==> config.mk <==
export PLATFORM = sky130hd
export DESIGN_NAME = bram_port_decoder_pipe
export DESIGN_NICKNAME = d
export VERILOG_FILES = /design/src/rtl/bram_port_decoder_pipe.sv
export SDC_FILE = /design/constraint.sdc
export NUM_CORES = 1
export LEC_CHECK = 0
export CAP_MARGIN = 20
export CORE_ASPECT_RATIO = 0.8
export CORE_UTILIZATION = 43
export DETAILED_ROUTE_END_ITERATION = 10
export PLACE_DENSITY_LB_ADDON = 0.12
export SLEW_MARGIN = 20
export SYNTH_ARGS = -nofsm -noshare
export SYNTH_HDL_FRONTEND = slang
export SYNTH_SLANG_ARGS = --single-unit
==> constraint.sdc <==
create_clock -name clk_a -period 3.7 [get_ports clk_a]
set_clock_uncertainty 0.05 [all_clocks]
set_input_delay 0.925 -clock clk_a [delete_from_list [all_inputs] [get_ports clk_a]]
set_output_delay 0.925 -clock clk_a [all_outputs]
set_load 0.05 [all_outputs]
==> src/rtl/bram_port_decoder_pipe.sv <==
// Pipelined BRAM port A decoder: splits the word address into tag/index, drives registered
// write and read strobes, returns read data at a fixed latency and records unmapped accesses.
module bram_port_decoder_pipe #(
    parameter int                ADDR_W         = 22,
    parameter int                DATA_W         = 32,
    parameter int                TAG_W          = 3,
    parameter int                IDX_W          = 17,
    parameter int                ELEM_W         = 8,
    parameter int                NUM_WR         = 3,
    parameter int                NUM_RD         = 3,
    parameter int                WR_TAG_BASE    = 0,
    parameter int                RD_TAG_BASE    = 3,
    parameter int                RD_LAT         = 3,
    parameter logic [DATA_W-1:0] UNMAPPED_RDATA = DATA_W'(32'hDEAD_BEEF)
) (
    input  logic                     clk_a,
    input  logic                     rst_a,
    input  logic [ADDR_W-1:0]        addr_a,
    input  logic [DATA_W-1:0]        wrdata_a,
    output logic [DATA_W-1:0]        rddata_a,
    input  logic                     en_a,
    input  logic [DATA_W/8-1:0]      we_a,
    output logic [NUM_WR-1:0]        wr_en_o,
    output logic [IDX_W-1:0]         wr_addr_o,
    output logic [ELEM_W-1:0]        wr_data_o,
    output logic [NUM_RD-1:0]        rd_en_o,
    output logic [IDX_W-1:0]         rd_addr_o,
    input  logic [NUM_RD*ELEM_W-1:0] rd_data_i,
    input  logic                     err_clr_i,
    output logic                     err_sticky_o,
    output logic [15:0]              err_cnt_o,
    output logic [ADDR_W-1:0]        err_addr_o
);

    localparam int CH_W = (NUM_RD > 1) ? $clog2(NUM_RD) : 1;
    localparam int XTRA = RD_LAT - 3;

    function automatic logic [15:0] sat_inc(input logic [15:0] v);
        return (v == 16'hFFFF) ? v : v + 16'd1;
    endfunction

    function automatic logic [DATA_W-1:0] zext_elem(input logic [ELEM_W-1:0] e);
        return DATA_W'(e);
    endfunction

    // p0: request classification and tag range decode
    logic [ADDR_W-3:0] waddr_p0;
    logic [TAG_W-1:0]  tag_p0;
    logic [IDX_W-1:0]  idx_p0;
    int                tag_i;
    int                wr_ch_i;
    int                rd_ch_i;
    logic              wr_req_p0;
    logic              rd_req_p0;
    logic              wr_hit_p0;
    logic              rd_hit_p0;
    logic              err_p0;

    assign waddr_p0 = addr_a[ADDR_W-1:2];
    assign tag_p0   = waddr_p0[ADDR_W-3 -: TAG_W];
    assign idx_p0   = waddr_p0[IDX_W-1:0];

    always_comb begin
        tag_i     = int'(tag_p0);
        wr_ch_i   = tag_i - WR_TAG_BASE;
        rd_ch_i   = tag_i - RD_TAG_BASE;
        wr_req_p0 = en_a & we_a[0];
        rd_req_p0 = en_a & ~we_a[0];
        wr_hit_p0 = wr_req_p0 && (wr_ch_i >= 0) && (wr_ch_i < NUM_WR);
        rd_hit_p0 = rd_req_p0 && (rd_ch_i >= 0) && (rd_ch_i < NUM_RD);
        err_p0    = (wr_req_p0 && !wr_hit_p0) || (rd_req_p0 && !rd_hit_p0);
    end

    // p1: registered strobes, shared index/data and error capture
    always_ff @(posedge clk_a) begin
        if (rst_a) begin
            wr_en_o   <= '0;
            wr_addr_o <= '0;
            wr_data_o <= '0;
            rd_en_o   <= '0;
            rd_addr_o <= '0;
        end else begin
            wr_en_o <= '0;
            rd_en_o <= '0;
            if (wr_hit_p0) begin
                wr_en_o   <= NUM_WR'(1) << wr_ch_i;
                wr_addr_o <= idx_p0;
                wr_data_o <= wrdata_a[ELEM_W-1:0];
            end
            if (rd_hit_p0) begin
                rd_en_o   <= NUM_RD'(1) << rd_ch_i;
                rd_addr_o <= idx_p0;
            end
        end
    end

    // A new error in the same cycle as a clear restarts the count at one.
    always_ff @(posedge clk_a) begin
        if (rst_a) begin
            err_sticky_o <= 1'b0;
            err_cnt_o    <= '0;
            err_addr_o   <= '0;
        end else if (err_p0) begin
            err_sticky_o <= 1'b1;
            err_cnt_o    <= err_clr_i ? 16'd1 : sat_inc(err_cnt_o);
            err_addr_o   <= addr_a;
        end else if (err_clr_i) begin
            err_sticky_o <= 1'b0;
            err_cnt_o    <= '0;
        end
    end

    logic            vld_p1;
    logic            vld_p2;
    logic            um_p1;
    logic            um_p2;
    logic [CH_W-1:0] ch_p1;
    logic [CH_W-1:0] ch_p2;

    always_ff @(posedge clk_a) begin
        if (rst_a) begin
            vld_p1 <= 1'b0;
            vld_p2 <= 1'b0;
        end else begin
            vld_p1 <= rd_req_p0;
            vld_p2 <= vld_p1;
        end
    end

    always_ff @(posedge clk_a) begin
        um_p1 <= ~rd_hit_p0;
        ch_p1 <= CH_W'(rd_ch_i);
        um_p2 <= um_p1;
        ch_p2 <= ch_p1;
    end

    // p2: buffer data is on rd_data_i; select the slice of the issuing channel
    logic              res_vld_p2;
    logic [DATA_W-1:0] res_data_p2;
    logic              fin_vld;
    logic [DATA_W-1:0] fin_data;

    assign res_vld_p2  = vld_p2;
    assign res_data_p2 = um_p2 ? UNMAPPED_RDATA
                               : zext_elem(rd_data_i[int'(ch_p2)*ELEM_W +: ELEM_W]);

    generate
        if (XTRA == 0) begin : g_no_dly
            assign fin_vld  = res_vld_p2;
            assign fin_data = res_data_p2;
        end else begin : g_dly
            logic [XTRA-1:0]   dly_vld;
            logic [DATA_W-1:0] dly_data [XTRA];

            always_ff @(posedge clk_a) begin
                if (rst_a) begin
                    dly_vld <= '0;
                end else begin
                    dly_vld[0] <= res_vld_p2;
                    for (int i = 1; i < XTRA; i++) dly_vld[i] <= dly_vld[i-1];
                end
            end

            always_ff @(posedge clk_a) begin
                dly_data[0] <= res_data_p2;
                for (int i = 1; i < XTRA; i++) dly_data[i] <= dly_data[i-1];
            end

            assign fin_vld  = dly_vld[XTRA-1];
            assign fin_data = dly_data[XTRA-1];
        end
    endgenerate

    // Output hold register: only a completed read changes rddata_a.
    always_ff @(posedge clk_a) begin
        if (rst_a) begin
            rddata_a <= '0;
        end else if (fin_vld) begin
            rddata_a <= fin_data;
        end
    end

    logic unused_inputs;
    assign unused_inputs = ^{we_a, wrdata_a, addr_a};

endmodule

==> impl_metrics.prom, run 1 <==
# TYPE chip_impl_metric gauge
chip_impl_metric{name="drt_iter0_drc",unit=""} 221
chip_impl_metric{name="drt-vias-per-instance",unit=""} 5.00
chip_impl_metric{name="critical_path.max_stage_delay",unit="ps"} 450
chip_impl_metric{name="setup_total_negative_slack",unit="ps"} 0
chip_impl_metric{name="post_route_insts_no_fill",unit=""} 765
chip_impl_metric{name="post_synthesis_async_set_or_reset_flop_share",unit="%"} 0
chip_impl_metric{name="chipWidth",unit="um"} 112
chip_impl_info{name="cts-root-buf",value="clkbuf_16"} 1
chip_impl_info{name="worstPathCellList",value="clkdlybuf4s50_1 -> ha_1 -> inv_1 -> ha_1 -> and3b_1 -> a31oi_4 -> buf_4 -> nor3_1 -> xnor2_1 -> o21ai_0"} 1
chip_impl_metric{name="insertion_delay_to_the_later_sink_of_the_worst_skew_pair",unit="ps"} 340
chip_impl_metric{name="fin_crit",unit="ps"} 2880
chip_impl_metric{name="max_freq",unit="GHz"} 0.347
chip_impl_metric{name="final_antenna_net_count",unit=""} 0
chip_impl_metric{name="synth_enable_flop_cells",unit=""} 0
chip_impl_metric{name="holdBufCountCts",unit=""} 0
chip_impl_metric{name="r2r_setup_slack",unit="ps"} 1540
chip_impl_metric{name="post_placement_setup_slack",unit="ps"} 452
chip_impl_metric{name="grt_usage",unit="%"} 21.8
chip_impl_metric{name="cts.sink_count",unit=""} 104
chip_impl_metric{name="crit_path_max_fanout",unit=""} 15
chip_impl_info{name="timing.rr.start",value="err_cnt_o[0]$_SDFFE_PP0P_"} 1
chip_impl_metric{name="placed_cells",unit=""} 749
chip_impl_info{name="worst_min_path_start",value="ch_p1[1]$_DFF_P_"} 1
chip_impl_metric{name="rd_place_congestion",unit=""} 0.814
chip_impl_metric{name="route.vias.total",unit=""} 3826
chip_impl_metric{name="core.rowCount",unit=""} 31
chip_impl_metric{name="core_area",unit="mm^2"} 0.00923
chip_impl_metric{name="synth_sequential_area_ratio",unit="%"} 50.1
chip_impl_info{name="worstSetupPathType",value="input port to flip-flop"} 1
chip_impl_metric{name="timing.final.crit_share",unit="%"} 77.9
chip_impl_metric{name="grt_overflow",unit=""} 0
chip_impl_metric{name="fin_worst_hold_slack",unit="ps"} 275
chip_impl_metric{name="post_cts_resized",unit=""} 0
chip_impl_metric{name="setup-violations-final",unit=""} 0
chip_impl_metric{name="grt_first_pass_wirelength",unit="um"} 17700
chip_impl_info{name="setup_repair_after_global_routing_missed_its_margin",value="false"} 1
chip_impl_metric{name="first_pass_iters",unit=""} 8
chip_impl_metric{name="cts.htree.levels",unit=""} 3
chip_impl_metric{name="syn_avg_cell_area",unit="um^2"} 8.30
chip_impl_metric{name="tritoncts.num_buffers",unit=""} 9
chip_impl_info{name="critical-path-top-cell-by-count",value="ha_1"} 1
chip_impl_metric{name="synthesis_warning_total",unit=""} 0
chip_impl_metric{name="antenna_violations_before_repair",unit=""} 0
chip_impl_metric{name="hpwl",unit="um"} 7710
chip_impl_metric{name="postSynthRegisterBits",unit=""} 104
chip_impl_metric{name="power-per-cell-area",unit="mW/mm^2"} 422
chip_impl_metric{name="die-area",unit="mm^2"} 0.0101
chip_impl_metric{name="synth_cells",unit=""} 501
chip_impl_metric{name="post-route-worst-setup-slack",unit="ps"} 817
chip_impl_metric{name="finalHoldViolCount",unit=""} 0
chip_impl_metric{name="final_core_util",unit="%"} 66.1
chip_impl_metric{name="area.growth.synth_to_final",unit="%"} 46.8
chip_impl_metric{name="clock_tree.buffer_depth",unit=""} 2
chip_impl_info{name="worst_path_max_delay_cell",value="a31oi_4"} 1
chip_impl_info{name="violations",value="DRC"} 1
chip_impl_metric{name="grt_max_degree",unit=""} 62
chip_impl_info{name="final_common_cell",value="clkdlybuf4s50_1"} 1
chip_impl_metric{name="worst_slew_margin_rel",unit="%"} 57.7
chip_impl_metric{name="ir_worst_vdd",unit="V"} 0.000237
chip_impl_metric{name="drive_above_1_share",unit="%"} 5.54
chip_impl_info{name="clock_tree_from_tritoncts",value="yes"} 1
chip_impl_info{name="run_status",value="finished with violations"} 1
chip_impl_metric{name="timing_max_transition_violations_final",unit=""} 0
chip_impl_metric{name="initial_utilization",unit="%"} 45.0
chip_impl_metric{name="wire_per_inst",unit="um"} 14.2
chip_impl_metric{name="cts_post_setup_buffers_inserted",unit=""} 0
chip_impl_metric{name="max-cap-violations",unit=""} 0
chip_impl_metric{name="tightest_slew",unit="ps"} 635
chip_impl_info{name="worstHoldEndpoint",value="ch_p2[1]$_DFF_P_"} 1
chip_impl_metric{name="cts.reportedPaths.clkPinSlew",unit="ps"} 70
chip_impl_metric{name="leakage",unit="nW"} 2.19
chip_impl_metric{name="synth.lib_cells_used.distinct",unit=""} 46
chip_impl_metric{name="antenna_cells_inserted",unit=""} 0
chip_impl_metric{name="die-height",unit="um"} 89.9
chip_impl_metric{name="worst_r2r_path_depth",unit=""} 6
chip_impl_info{name="rr_endpoint",value="err_cnt_o[11]$_SDFFE_PP0P_"} 1
chip_impl_info{name="synth_top_flop_cell",value="dfxtp_1"} 1
chip_impl_info{name="layout_common_cells",value="clkdlybuf4s50_1 (169), nand2_1 (136), dfxtp_1 (104), a21oi_1 (77), nor2_1 (24)"} 1
chip_impl_metric{name="finish.net_count",unit=""} 734
chip_impl_info{name="endpoint_kind",value="flip-flop"} 1
chip_impl_info{name="setup.worst_path.start_class",value="input port"} 1
chip_impl_metric{name="port_buffers",unit=""} 170
chip_impl_metric{name="ioPinCount",unit=""} 205
chip_impl_metric{name="arr_time_crit_path",unit="ps"} 3090
chip_impl_metric{name="worstPathRequired",unit="ps"} 3900
chip_impl_info{name="hold_class",value="flip-flop to flip-flop"} 1
chip_impl_metric{name="hold_path_depth",unit=""} 0
chip_impl_metric{name="grt_pass1_vias",unit=""} 3632
chip_impl_metric{name="drc_errors",unit=""} 16
chip_impl_metric{name="mappedNetlistArea",unit="mm^2"} 0.00416
chip_impl_metric{name="drt-total-wl",unit="um"} 10800
==> how the worst max path moves through the flow <==
stage / startpoint / endpoint
global route: addr_a[19] / err_cnt_o[8]$_SDFFE_PP0P_
CTS: addr_a[19] / err_cnt_o[9]$_SDFFE_PP0P_
floorplan: addr_a[19] / err_cnt_o[10]$_SDFFE_PP0P_
detailed placement: addr_a[19] / err_cnt_o[9]$_SDFFE_PP0P_
finish: addr_a[19] / err_cnt_o[9]$_SDFFE_PP0P_
global placement: addr_a[19] / err_cnt_o[5]$_SDFFE_PP0P_
==> logic make-up (layout without fill, tap and decap cells) <==
family,Yosys count,after routing,share of synthesized area (%)
and+or+nand+nor,205,205,21.7
adders and majority gates,3,3,0.903
xor gates and xnor gates,10,10,2.11
buffers and inverters,61,204,7.77
other,1,7,0.0902
AOI/OAI and AO/OA,107,107,15.0
DFF,104,104,50.1
muxes,10,10,2.41
==> cell usage after synthesis (2+ instances only) <==
cell type / instances / area (um^2)
nor2b_1: 5 / 31.3
nor3_1: 9 / 45.0
xor2_1: 4 / 35.0
ha_1: 3 / 37.5
and3_1: 2 / 12.5
buf_2: 3 / 15.0
a21oi_1: 77 / 385
xnor2_1: 6 / 52.6
buf_4: 24 / 180
a211oi_1: 6 / 45.0
dfxtp_1: 104 / 2080
inv_1: 8 / 30.0
nand2_1: 136 / 510
clkbuf_1: 22 / 82.6
nor2_1: 24 / 90.1
nand2b_1: 2 / 12.5
mux2i_1: 10 / 100
nand3_1: 7 / 35.0
o21ai_0: 10 / 50.1
nand3b_1: 3 / 22.5
nor4_1: 2 / 12.5
nand4_1: 5 / 31.3
a31oi_1: 4 / 25.0
buf_1: 3 / 11.3
==> layer usage <==
metal	share of wire, %	wire length (um)	up-vias	GRT usage, %
li1	-	-	1930	-
met1	43	4650	1748	25.9
met2	47	5100	134	36.9
met3	8.5	922	14	7.55
met4	1.5	163	0	6.53
met5	0	0	-	0
==> metrics by stage <==
stage / cell area [um^2] / total power [mW]
after floorplan: 4180 / 1.48
after global placement: 5800 / 1.64
after detailed placement: 5800 / 1.65
after CTS: 6100 / 2.60
after global routing: 6100 / 2.68
final: 6100 / 2.58
==> state kept, by name, indices dropped and copies added, names as in the netlist, 2 cells and up <==
register and flops:
err_addr_o 22, wr_data_o 8, rd_addr_o 17, ch_p1 2, rd_en_o 3, wr_addr_o 17, ch_p2 2, wr_en_o 3
rddata_a 9, err_cnt_o 16
==> area by class of cell <==
cell class	instances	area, um^2
fillers	806	3130
well taps	115	144
flip-flops and latches	104	2080
clock inverters	6	65.1
multi-input cells	342	1770
clock buffers	10	239
repair buffers	179	1760
inverters	9	33.8
==> critical path, delay by kind of cell <==
kind	cells	cell delay (ps)
xor+xnor	1	120
fa+ha+maj	2	360
compound gates	2	600
simple gates	2	300
buf+inv	3	770
==> power breakdown <==
part / internal (mW) / switching (mW) / total (mW)
registers: 1.16 / 0.0263 / 1.18
logic: 0.163 / 0.273 / 0.436
clock network: 0.546 / 0.411 / 0.957
total: 1.87 / 0.711 / 2.58
No activity file was read; power rests on OpenSTA's default activity.
==> run 2: changes to the inputs <==
--- a/config.mk
+++ b/config.mk
@@ -7,7 +7,7 @@
 export LEC_CHECK = 0
 export CAP_MARGIN = 20
 export CORE_ASPECT_RATIO = 0.8
-export CORE_UTILIZATION = 43
+export CORE_UTILIZATION = 36
 export DETAILED_ROUTE_END_ITERATION = 10
 export PLACE_DENSITY_LB_ADDON = 0.12
 export SLEW_MARGIN = 20
==> constraint.sdc (replaced) <==
create_clock -name clk_a -period 2.65 [get_ports clk_a]
set_clock_uncertainty 0.05 [all_clocks]
set_input_delay 0.6625 -clock clk_a [delete_from_list [all_inputs] [get_ports clk_a]]
set_output_delay 0.6625 -clock clk_a [all_outputs]
set_load 0.05 [all_outputs]
==> run 2 against run 1 <==
Critical path depth decreased by 9. Critical endpoint is now rddata_a[9]. Power increased by 43%. Non-clock buffer count increased by 7. The run now ends clean. Highest routed layer unchanged. Hold slack improved by 2.3 ps. Clock power increased by 48%.
==> impl_metrics.prom, run 2 (synthesized netlist as in run 1, its figures left out) <==
# TYPE chip_impl_metric gauge
chip_impl_info{name="rr_endpoint",value="err_cnt_o[11]$_SDFFE_PP0P_"} 1
chip_impl_metric{name="route.vias.total",unit=""} 3829
chip_impl_metric{name="cts_post_setup_buffers_inserted",unit=""} 0
chip_impl_metric{name="port_buffers",unit=""} 170
chip_impl_info{name="cts-root-buf",value="clkbuf_16"} 1
chip_impl_metric{name="power-per-cell-area",unit="mW/mm^2"} 590
chip_impl_metric{name="critical_path_cell_count",unit=""} 1
chip_impl_info{name="run_status",value="complete, no violations"} 1
chip_impl_metric{name="grt_max_degree",unit=""} 37
chip_impl_metric{name="hold_path_depth",unit=""} 0
chip_impl_info{name="worstSetupPathType",value="flip-flop to output port"} 1
chip_impl_info{name="cp_top_family",value="buffers and inverters"} 1
chip_impl_info{name="worstSetupStartpoint",value="rddata_a[30]$_SDFFE_PP0P_"} 1
chip_impl_metric{name="crit_path_max_fanout",unit=""} 18
chip_impl_info{name="regMostFlops",value="err_addr_o"} 1
chip_impl_metric{name="report.power.total",unit="mW"} 3.69
chip_impl_metric{name="finish.net_count",unit=""} 741
chip_impl_metric{name="r2r_setup_slack",unit="ps"} 580
chip_impl_metric{name="drt-total-wl",unit="um"} 11400
chip_impl_metric{name="core.rowCount",unit=""} 34
chip_impl_metric{name="holdBufCountCts",unit=""} 0
chip_impl_info{name="layout_common_cells",value="clkdlybuf4s50_1 (156), nand2_1 (136), dfxtp_1 (104), a21oi_1 (77), nor2_1 (24)"} 1
chip_impl_metric{name="max_freq",unit="GHz"} 0.397
chip_impl_metric{name="drt_iter0_drc",unit=""} 188
chip_impl_metric{name="grt_usage",unit="%"} 19.1
chip_impl_metric{name="ir_worst_vdd",unit="V"} 0.000382
chip_impl_metric{name="first_pass_iters",unit=""} 4
chip_impl_metric{name="cp_num_buf_inv",unit=""} 1
chip_impl_metric{name="chipWidth",unit="um"} 122
chip_impl_metric{name="finalHoldViolCount",unit=""} 0
chip_impl_metric{name="cts.htree.levels",unit=""} 3
chip_impl_metric{name="cts.reportedPaths.clkPinSlew",unit="ps"} 70
chip_impl_info{name="clock_tree_from_tritoncts",value="yes"} 1
chip_impl_metric{name="largest_reg_flops",unit=""} 22
chip_impl_metric{name="drc_errors",unit=""} 0
chip_impl_metric{name="core_area",unit="mm^2"} 0.0111
chip_impl_metric{name="clock_tree.buffer_depth",unit=""} 2
chip_impl_info{name="endpoint_kind",value="output port"} 1
chip_impl_info{name="biggestRegsByFlops",value="err_addr_o: 22 flops, rd_addr_o: 17 flops, wr_addr_o: 17 flops"} 1
chip_impl_metric{name="ioPinCount",unit=""} 205
chip_impl_metric{name="antenna_cells_inserted",unit=""} 0
chip_impl_metric{name="grt_overflow",unit=""} 0
chip_impl_metric{name="timing_max_transition_violations_final",unit=""} 0
chip_impl_metric{name="antenna_violations_before_repair",unit=""} 0
chip_impl_metric{name="insertion_delay_to_the_later_sink_of_the_worst_skew_pair",unit="ps"} 340
chip_impl_metric{name="setup-violations-final",unit=""} 0
chip_impl_info{name="worstPathCellList",value="clkdlybuf4s50_1"} 1
chip_impl_metric{name="fin_crit",unit="ps"} 2520
chip_impl_metric{name="worstPathRequired",unit="ps"} 1940
chip_impl_info{name="timing.rr.start",value="err_cnt_o[0]$_SDFFE_PP0P_"} 1
chip_impl_metric{name="area.growth.synth_to_final",unit="%"} 50.5
chip_impl_info{name="worstHoldEndpoint",value="ch_p2[0]$_DFF_P_"} 1
chip_impl_metric{name="worst_slew_margin_rel",unit="%"} 60.9
chip_impl_metric{name="arr_time_crit_path",unit="ps"} 1800
chip_impl_metric{name="rd_place_congestion",unit=""} 0.807
chip_impl_metric{name="worst_r2r_path_depth",unit=""} 6
chip_impl_metric{name="grt_pass1_vias",unit=""} 3679
chip_impl_metric{name="leakage",unit="nW"} 2.46
chip_impl_metric{name="fin_worst_hold_slack",unit="ps"} 278
chip_impl_metric{name="cts.sink_count",unit=""} 104
chip_impl_info{name="final_common_cell",value="clkdlybuf4s50_1"} 1
chip_impl_metric{name="drive_above_1_share",unit="%"} 6.39
chip_impl_info{name="worst_min_path_start",value="ch_p1[0]$_DFF_P_"} 1
chip_impl_info{name="setup_repair_after_global_routing_missed_its_margin",value="false"} 1
chip_impl_metric{name="initial_utilization",unit="%"} 37.6
chip_impl_metric{name="wire_per_inst",unit="um"} 14.2
chip_impl_metric{name="critical_path.max_stage_delay",unit="ps"} 890
chip_impl_metric{name="timing.final.crit_share",unit="%"} 95.0
chip_impl_info{name="hold_class",value="flip-flop to flip-flop"} 1
chip_impl_metric{name="tritoncts.num_buffers",unit=""} 9
chip_impl_metric{name="hpwl",unit="um"} 7980
chip_impl_metric{name="die-area",unit="mm^2"} 0.0120
chip_impl_metric{name="max-cap-violations",unit=""} 0
chip_impl_metric{name="post_cts_resized",unit=""} 0
chip_impl_metric{name="tightest_slew",unit="ps"} 585
chip_impl_metric{name="grt_first_pass_wirelength",unit="um"} 18000
chip_impl_metric{name="drt-vias-per-instance",unit=""} 4.78
chip_impl_metric{name="die-height",unit="um"} 98.1
chip_impl_metric{name="final_antenna_net_count",unit=""} 0
chip_impl_info{name="setup.worst_path.start_class",value="flip-flop"} 1
chip_impl_info{name="worst_path_max_delay_cell",value="clkdlybuf4s50_1"} 1
## run 2: cell count changes in the layout (fill, tap and decap cells not counted), sizes merged, moves of 2 or more
cell / delta
buf: +7
clkdlybuf4s50: -13
dlymetal6s2s: +13
inv: -2
## run 2: metal layers
layer	up-vias	wire, um	global-route usage [%]
li1	1943	-	-
met1	1731	4920	23.2
met2	141	5220	31.1
met3	14	1090	6.89
met4	0	147	6.38
met5	-	0	0
## run 2: cell type report
| cell class | count | area, um^2 |
|---|---|---|
| Inverter | 9 | 33.8 |
| Tap cell | 144 | 180 |
| Multi-Input combinational cell | 342 | 1770 |
| Sequential cell | 104 | 2080 |
| Clock inverter | 5 | 80.1 |
| Fill cell | 993 | 4810 |
| Clock buffer | 11 | 243 |
| Timing Repair Buffer | 186 | 1860 |
## run 2: worst max path at each step
stage | endpoint | slack, ps
after floorplan | err_cnt_o[10]$_SDFFE_PP0P_ | 420
after global placement | err_cnt_o[10]$_SDFFE_PP0P_ | -150
after detailed placement | err_cnt_o[10]$_SDFFE_PP0P_ | -200
after CTS | rddata_a[12] | 30
after global routing | rddata_a[28] | 6
final | rddata_a[9] | 130
## run 2: per-stage QoR
| stage | setup slack (ps) | std cells | TNS (ps) | util (%) | cell area, um^2 |
|---|---|---|---|---|---|
| 2_1_floorplan | 416 | 507 | 0 | - | 4180 |
| 3_3_place_gp | -149 | 785 | -1390 | 53.3 | 5900 |
| 3_5_place_dp | -199 | 785 | -1940 | 53.3 | 5900 |
| 4_1_cts | 27.8 | 801 | 0 | 56.3 | 6220 |
| 5_1_grt | 5.90 | 801 | 0 | 56.5 | 6250 |
| 6_report | 134 | 801 | 0 | 56.5 | 6250 |
## run 2: worst register-to-register path, stage by stage (launching register included)
cell	delay (ps)
dfxtp_1	450
ha_1	230
inv_1	90
nor4_4	540
nand3b_1	360
o21ai_0	170
o21a_1	130
## run 2: report_power, final
part | total [mW] | internal [mW] | switching [mW]
Sequential | 1.65 | 1.62 | 0.0362
Combinational | 0.621 | 0.236 | 0.385
Clock | 1.42 | 0.852 | 0.566
Total | 3.69 | 2.70 | 0.988
==> run 3: changes to the inputs <==
--- a/config.mk
+++ b/config.mk
@@ -10,7 +10,6 @@
 export CORE_UTILIZATION = 36
 export DETAILED_ROUTE_END_ITERATION = 10
 export PLACE_DENSITY_LB_ADDON = 0.12
-export SLEW_MARGIN = 20
 export SYNTH_ARGS = -nofsm -noshare
 export SYNTH_HDL_FRONTEND = slang
 export SYNTH_SLANG_ARGS = --single-unit
==> results of run 3 <==
Same layout as run 2: the final DEF is identical, and so are final timing and power.
